### config.mk
export PLATFORM = sky130hd
export DESIGN_NAME = zmod_spi_init_sequencer
export DESIGN_NICKNAME = d
export VERILOG_FILES = /design/src/rtl/zmod_spi_init_sequencer.sv
export SDC_FILE = /design/constraint.sdc
export NUM_CORES = 1
export LEC_CHECK = 0
export BUFFER_PORTS_ARGS = -buffer_cell sky130_fd_sc_hd__buf_2
export CAP_MARGIN = 10
export CORE_ASPECT_RATIO = 0.6
export CORE_MARGIN = 4
export CORE_UTILIZATION = 41
export CTS_CLUSTER_SIZE = 30
export DETAILED_ROUTE_END_ITERATION = 8
export HOLD_SLACK_MARGIN = 0.08
export MAX_ROUTING_LAYER = met4
export PLACE_DENSITY = 0.58
export SLEW_MARGIN = 20
export SYNTH_ARGS = -nofsm -noshare
export SYNTH_HDL_FRONTEND = slang
export SYNTH_SLANG_ARGS = --single-unit
### constraint.sdc
create_clock -name i_clock -period 1.8 [get_ports i_clock]
set_input_delay 0.18 -clock i_clock [delete_from_list [all_inputs] [get_ports i_clock]]
set_output_delay 0.18 -clock i_clock [all_outputs]
set_load 0.01 [all_outputs]
### src/rtl/zmod_spi_init_sequencer.sv
// Converter bring-up: power-up wait, then a fixed register table over 3-wire SPI.
// Raises o_init_done once the last frame and its trailing gap are complete.
module zmod_spi_init_sequencer #(
    parameter int POWERUP_TICKS = 100000,
    parameter int SCLK_DIV      = 50,
    parameter int GAP_TICKS     = 100
) (
    input  logic i_clock,
    input  logic i_nReset,
    input  logic i_restart,
    output logic o_sclk,
    output logic o_cs_n,
    output logic o_sdio,
    output logic o_busy,
    output logic o_init_done
);

    localparam int MAX_A = (POWERUP_TICKS > SCLK_DIV) ? POWERUP_TICKS : SCLK_DIV;
    localparam int MAX_T = (MAX_A > GAP_TICKS) ? MAX_A : GAP_TICKS;
    localparam int TW    = $clog2(MAX_T + 1);

    localparam logic [TW-1:0] PWR_LAST = TW'(POWERUP_TICKS - 1);
    localparam logic [TW-1:0] DIV_LAST = TW'(SCLK_DIV - 1);
    localparam logic [TW-1:0] GAP_LAST = TW'(GAP_TICKS - 1);

    typedef enum logic [2:0] {
        S_POWERUP,
        S_LOAD,
        S_SHIFT,
        S_GAP,
        S_DONE
    } state_t;

    state_t        state_q, state_n;
    logic [TW-1:0] tick_q, tick_n;
    logic [5:0]    tog_q, tog_n;
    logic [1:0]    idx_q, idx_n;
    logic [23:0]   shreg_q, shreg_n;
    logic          sclk_n, cs_n_n, sdio_n, busy_n, done_n;
    logic [23:0]   frame;

    // {write, one byte, 13-bit address, data}
    always_comb begin
        frame = '0;
        case (idx_q)
            2'd0:    frame = {1'b0, 2'b00, 13'h0000, 8'h3C};
            2'd1:    frame = {1'b0, 2'b00, 13'h0014, 8'h01};
            2'd2:    frame = {1'b0, 2'b00, 13'h00FF, 8'h01};
            default: frame = '0;
        endcase
    end

    always_ff @(posedge i_clock or negedge i_nReset) begin
        if (!i_nReset) begin
            state_q     <= S_POWERUP;
            tick_q      <= '0;
            tog_q       <= '0;
            idx_q       <= '0;
            shreg_q     <= '0;
            o_sclk      <= 1'b0;
            o_cs_n      <= 1'b1;
            o_sdio      <= 1'b0;
            o_busy      <= 1'b0;
            o_init_done <= 1'b0;
        end else begin
            state_q     <= state_n;
            tick_q      <= tick_n;
            tog_q       <= tog_n;
            idx_q       <= idx_n;
            shreg_q     <= shreg_n;
            o_sclk      <= sclk_n;
            o_cs_n      <= cs_n_n;
            o_sdio      <= sdio_n;
            o_busy      <= busy_n;
            o_init_done <= done_n;
        end
    end

    always_comb begin
        state_n = state_q;
        tick_n  = tick_q;
        tog_n   = tog_q;
        idx_n   = idx_q;
        shreg_n = shreg_q;
        sclk_n  = o_sclk;
        cs_n_n  = o_cs_n;
        sdio_n  = o_sdio;
        busy_n  = o_busy;
        done_n  = o_init_done;
        case (state_q)
            S_POWERUP: begin
                busy_n = 1'b0;
                done_n = 1'b0;
                tick_n = tick_q + 1'b1;
                if (tick_q == PWR_LAST) begin
                    tick_n  = '0;
                    state_n = S_LOAD;
                end
            end
            S_LOAD: begin
                shreg_n = frame;
                cs_n_n  = 1'b0;
                sdio_n  = frame[23];
                sclk_n  = 1'b0;
                busy_n  = 1'b1;
                done_n  = 1'b0;
                tick_n  = '0;
                tog_n   = '0;
                state_n = S_SHIFT;
            end
            S_SHIFT: begin
                busy_n = 1'b1;
                tick_n = tick_q + 1'b1;
                if (tick_q == DIV_LAST) begin
                    tick_n = '0;
                    tog_n  = tog_q + 1'b1;
                    if (tog_q == 6'd47) begin
                        sclk_n  = 1'b0;
                        cs_n_n  = 1'b1;
                        sdio_n  = 1'b0;
                        state_n = S_GAP;
                    end else begin
                        sclk_n = ~o_sclk;
                        // next bit goes out on the falling toggle
                        if (o_sclk) begin
                            shreg_n = shreg_q << 1;
                            sdio_n  = shreg_q[22];
                        end
                    end
                end
            end
            S_GAP: begin
                busy_n = 1'b1;
                tick_n = tick_q + 1'b1;
                if (tick_q == GAP_LAST) begin
                    tick_n = '0;
                    if (idx_q < 2'd2) begin
                        idx_n   = idx_q + 2'd1;
                        state_n = S_LOAD;
                    end else begin
                        state_n = S_DONE;
                    end
                end
            end
            S_DONE: begin
                busy_n = 1'b0;
                done_n = 1'b1;
                if (i_restart) begin
                    idx_n   = '0;
                    state_n = S_LOAD;
                end
            end
            default: state_n = S_POWERUP;
        endcase
    end

endmodule

# ---- After elaboration in Yosys (flattened, before gate mapping)
# Cells that the tools add are included.
dict set report word_totals {
  ff_bits 56
  input_bits 3
  wordCells 84
  out_inout_bits 5
}
dict set report classes {
  bitwise_logic 1
  addsub 3
  n_reduce_logical 16
  order_cmp 1
  n_mux 34
  eq_ne 19
}
# operator n
set op_table {}
lappend op_table {{$mux W23} 3}
lappend op_table {{$pmux W17 S4} 1}
lappend op_table {{$mux W17} 3}
lappend op_table {{$pmux W16 S3} 1}
lappend op_table {{$pmux W23 S2} 1}
lappend op_table {{$mux W3} 6}
lappend op_table {{$add A17 B1 Y17 const B} 1}
lappend op_table {{$eq A17 B17 Y1 const B} 1}
lappend op_table {{$eq A17 B6 Y1 const B} 1}
lappend op_table {{$eq A17 B7 Y1 const B} 1}
lappend op_table {{$ne A2 B2 Y1 const B} 8}
lappend op_table {{$pmux W3 S5} 1}
lappend op_table {{$pmux W6 S2} 1}
lappend op_table {{$pmux W1 S2} 5}
lappend op_table {{$reduce_and A4 Y1} 2}
lappend op_table {{$reduce_bool A2 Y1} 4}
lappend op_table {{$mux W1} 7}
lappend op_table {{$add A6 B1 Y6 const B} 1}
lappend op_table {{$eq A3 B2 Y1 const B} 2}
lappend op_table {{$eq A6 B6 Y1 const B} 1}
lappend op_table {{$mux W2} 3}
lappend op_table {{$mux W6} 1}
lappend op_table {{$reduce_and A3 Y1} 2}
lappend op_table {{$reduce_and A5 Y1} 1}
lappend op_table {{other kinds (15)} 16}

# ---- Logic depth before layout (Yosys ltp)
dict set report logic_depth {
  word_depth 4
  depth_mapped 8
  ltp_nobuf 7
}

# ---- Worst setup path before layout
# No wires, ideal clock.
dict set report synth_path {
  path_type {register to register}
  from {reg tick_q[0]}
  to {reg tick_q[14]}
  t_required_ns 1.668
  path_slack_ns -0.135
  arrival_time_ns 1.803
  path_buffers 1
  path_stages_with_launch 7
  synth_period_minus_slack_ns 1.935
  setup_ns 0.132
  path_cell_list {dfrtp_1 -> ha_1 -> nand3_1 -> o41a_1 -> buf_2 -> a221oi_1 -> o21ai_1}
}
dict set report synth_between {
  elab_chain_cells 3
  elab_cells_between_ends 8
  classes_between {add/sub: 1; eq/ne: 3; mux: 4}
}
# item line
set synth_lines {}
lappend synth_lines {{start, declared} 35} ;# logic [TW-1:0] tick_q, tick_n;
lappend synth_lines {{start signal, assigned} 67} ;# tick_q <= tick_n;
lappend synth_lines {{$add A17 B1 Y17, or another cell as far along} {94, 113, 134}}
lappend synth_lines {{$mux W17, on equally long branches} {135, 114, 95}}
lappend synth_lines {{$pmux W17 S4 (*)} 90} ;# case (state_q)
# Every way passes the cells marked *; elsewhere a longest branch is shown, timed or not.
# A chain may end at the register's enable or synchronous reset.

# ---- Worst setup path after layout
dict set report layout_path {
  from {reg tick_q[14]}
  to {reg tick_q[5]}
}
dict set report layout_between {
  elab_chain_cells 3
  elab_cells_between_ends 7
  classes_between {eq/ne: 3; mux: 4}
}
# item line
set layout_lines {}
lappend layout_lines {{$eq A17 B7 Y1, or another cell as far along} 135} ;# if (tick_q == GAP_LAST) begin
lappend layout_lines {{$mux W17, on equally long branches} {135, 114, 95}}
lappend layout_lines {{$pmux W17 S4 (*)} 90}
# Marks and branches as above.

==> results.ini <==
[run_status]
status = complete, but fails checks
violations = negative setup slack

[min_path]
hold_depth = 2
min_to = state_q[2]
hp-start = i_restart
worstHoldPathType = primary input to flop

[finish]
final_cells = 509
layout_commonest_cell = dfrtp_1
final_layout_size_suffix_gt1_frac = 0.319
syn2layout_area_growth_pct = 33.9
finalCoreUtilization = 0.564
fin_nets = 412
final_cell_mix = 54 x dfrtp_1, 49 x buf_4, 47 x nand2_1
fillers = 644
antennaDiodeCount = 0

[grt]
grt_pass1_vias = 2595
grt_usage = 0.199
antenna_found_initial = 0
grt_max_degree = 38
grt_pass1_wl_um = 13600
gr-total-overflow = 0

[power_and_ir_drop]
peakVddDrop_mv = 0.317
switching_share = 0.223
p_int_uw = 1780
power_density_mw_per_mm2 = 562
p_leak_uw = 0.00183
seq_power_share = 0.547
clkPwrFrac = 0.438
p_sw_uw = 512
p_comb_frac = 0.015
finalPower_uw = 2300

[critical_path]
crit_arrival_ns = 2.07
rrSetupSlack_ns = -0.11
crit_path_cell_trace = nor4_4 -> buf_4 -> and4b_2 -> a21boi_4 -> nor2_2 -> buf_6 -> o311ai_4
cp_max_fo = 5
r2r_start = tick_q[14]
cp.required_ns = 1.97
critPathMaxStageDelay_ns = 0.42
crit_slowest_cell = dfrtp_2
startpoint = tick_q[14]
endpoint_kind = flop
r2r-end = tick_q[5]
start_kind = flop
r2r_cells = 7
path_class = flop to flop

[clock_network]
cts_max_level = 2
clock_latency_ns = 0.30
path_clk_slew_ns = 0.07
clk_path_buf_depth = 2
cts.sinks = 56
numCtsBuffers = 5
cts_tree = done
clock_tree.root_cell = clkbuf_16

[sta]
finClkSkew_ns = 0.00527
setup_viol = 26
hold_violations = 0
period_needed_ns = 1.91
drv_slew = 0
worst_slack_ns = -0.109
tightest_slew_ns = 0.502
rsz0062_at_grt = yes
relSlewSlack = 0.665
fmax_mhz = 524
post-route-period-util = 1.06

[synthesis]
netlist_area_mm2 = 0.00305
synthesis.instances = 351
yosysWarningCount = 0
synth_cell_types = 53
yosysSeqAreaShare = 0.460
synth_seq_cells = 56
async_flop_share = 1.00
yosys_most_used_dff = dfrtp_1
syn_avg_cell_area_um2 = 8.69
synth_edf_count = 0
syn_nets = 359

[floorplanning]
initial_core_util = 0.422
die-height_um = 74.8
core_mm2 = 0.00724
chipWidth_um = 119
dieArea_mm2 = 0.00893
rows = 24
pin_count = 8

[detailed_routing]
num_vias = 2810
wire_per_inst_um = 16.5
ant_nets = 0
drt_iter0_drc = 244
wirelength_um = 8400
drc_errors = 0
routed_via_density = 5.52
drt_pre_antenna_iters = 5

[placed_design]
gp_congestion = 0.948
dp.final_hpwl_um = 5950
numPlacedInstances = 493
numPortBuffers = 7

[flow_run]
cap_violations = 0

## power groups by stage
stage               logic [uW]  clock network, uW  registers [uW]
detailed placement        35.0                  0            1280
global placement          34.6                  0            1280
global route              40.6               1090            1260
floorplan                0.164                  0            1280
finish                    34.6               1010            1260
CTS                       36.7               1020            1260
## worst max-delay path, delay by kind of cell (launching register included)
family / cells / cell delay (ns)
AND/OR/NAND/NOR: 3 / 0.83
flip-flops: 1 / 0.42
buffers and inverters: 2 / 0.35
AO/OA/AOI/OAI: 2 / 0.18
## cells in the mapped netlist (2+ instances only)
| master | n | share of area |
|---|---|---|
| o21ai_1 | 20 | 0.033 |
| nor3_1 | 19 | 0.031 |
| nor2b_1 | 5 | 0.010 |
| nand2_1 | 51 | 0.063 |
| buf_2 | 12 | 0.020 |
| inv_1 | 13 | 0.016 |
| o32ai_1 | 3 | 0.0086 |
| o21ai_0 | 5 | 0.0082 |
| and3_1 | 4 | 0.0082 |
| o22ai_1 | 5 | 0.010 |
| nor4_4 | 2 | 0.014 |
| a21o_1 | 2 | 0.0049 |
| a22oi_1 | 2 | 0.0049 |
| or4_1 | 2 | 0.0049 |
| nand4_1 | 8 | 0.016 |
| o21a_1 | 3 | 0.0074 |
| o311ai_1 | 4 | 0.011 |
| a21oi_1 | 29 | 0.048 |
| nor4_1 | 7 | 0.014 |
| a31oi_1 | 6 | 0.012 |
| clkbuf_1 | 12 | 0.015 |
| o31ai_1 | 2 | 0.0049 |
| a221oi_1 | 2 | 0.0057 |
| and2_1 | 4 | 0.0082 |
| xnor2_1 | 5 | 0.014 |
| ha_1 | 5 | 0.021 |
| nand3_1 | 15 | 0.025 |
| nor2_1 | 24 | 0.030 |
| and4_1 | 2 | 0.0057 |
| dfrtp_1 | 55 | 0.45 |
## kinds of logic (layout without fill, tap and decap cells)
group | after synthesis | after routing | synth area share
xor gates and xnor gates | 6 | 6 | 0.0172
AOI/OAI and AO/OA | 92 | 92 | 0.186
adders and majority gates | 5 | 5 | 0.0205
buffers and inverters | 38 | 91 | 0.0529
muxes | 1 | 1 | 0.00369
and+or+nand+nor | 153 | 154 | 0.260
DFF | 56 | 56 | 0.460
## what timing repair did
item | in CTS | in global routing
pin swaps | 8 | 9
setup buffers | 4 | 2
hold buffers | 1 | 0
resized for setup | 21 | 42
gates cloned | 1 | 1
hold endpoints to repair | 19 | 0
setup endpoints to repair | 49 | 54
## stage by stage
stage / hold slack (ns) / setup slack, ns / area, um^2 / TNS (ns)
2_1_floorplan: -0.116 / -0.0825 / 3090 / -1.48
4_1_cts: 0.117 / -0.117 / 3870 / -1.59
3_5_place_dp: 0.170 / -0.287 / 3560 / -8.01
5_1_grt: 0.116 / -0.143 / 4090 / -4.35
6_report: 0.126 / -0.109 / 4090 / -1.32
3_3_place_gp: 0.166 / -0.190 / 3560 / -5.26
## metal layers
layer  track usage  share of wire  routed length, um  vias up
met3        0.0511          0.073                615        9
met5             -              0                  0        -
met4        0.0419         0.0092                 77        0
met2         0.250           0.38               3210       79
li1              -              -                  -     1373
met1         0.312           0.54               4500     1349
## area by class of cell
class | count | area, um^2 | area share
timing repair buffer | 70 | 594 | 0.145
multi-input combinational | 258 | 1760 | 0.431
clock inverter | 3 | 21.3 | 0.00521
inverter | 13 | 48.8 | 0.0119
tap | 104 | 130 | 0.0319
sequential | 56 | 1400 | 0.344
clock buffer | 5 | 125 | 0.0306
## flip-flops by register name, summed over array words and instances, names as in the netlist
signal and cells:
shreg_q 23, tick_q 17, o_busy 1, state_q 3
idx_q 2, o_sdio 1, o_cs_n 1, o_init_done 1
o_sclk 1, tog_q 6
## how the worst max path moves through the flow
| stage | endpoint | slack [ns] | cells after the start |
|---|---|---|---|
| 2_1_floorplan | shreg_q[3] | -0.08 | 6 |
| 3_3_place_gp | shreg_q[5] | -0.19 | 5 |
| 3_5_place_dp | shreg_q[8] | -0.29 | 5 |
| 4_1_cts | tick_q[13] | -0.12 | 6 |
| 5_1_grt | tick_q[10] | -0.14 | 7 |
| 6_report | tick_q[5] | -0.11 | 7 |
(Power assumes the default switching activity.)
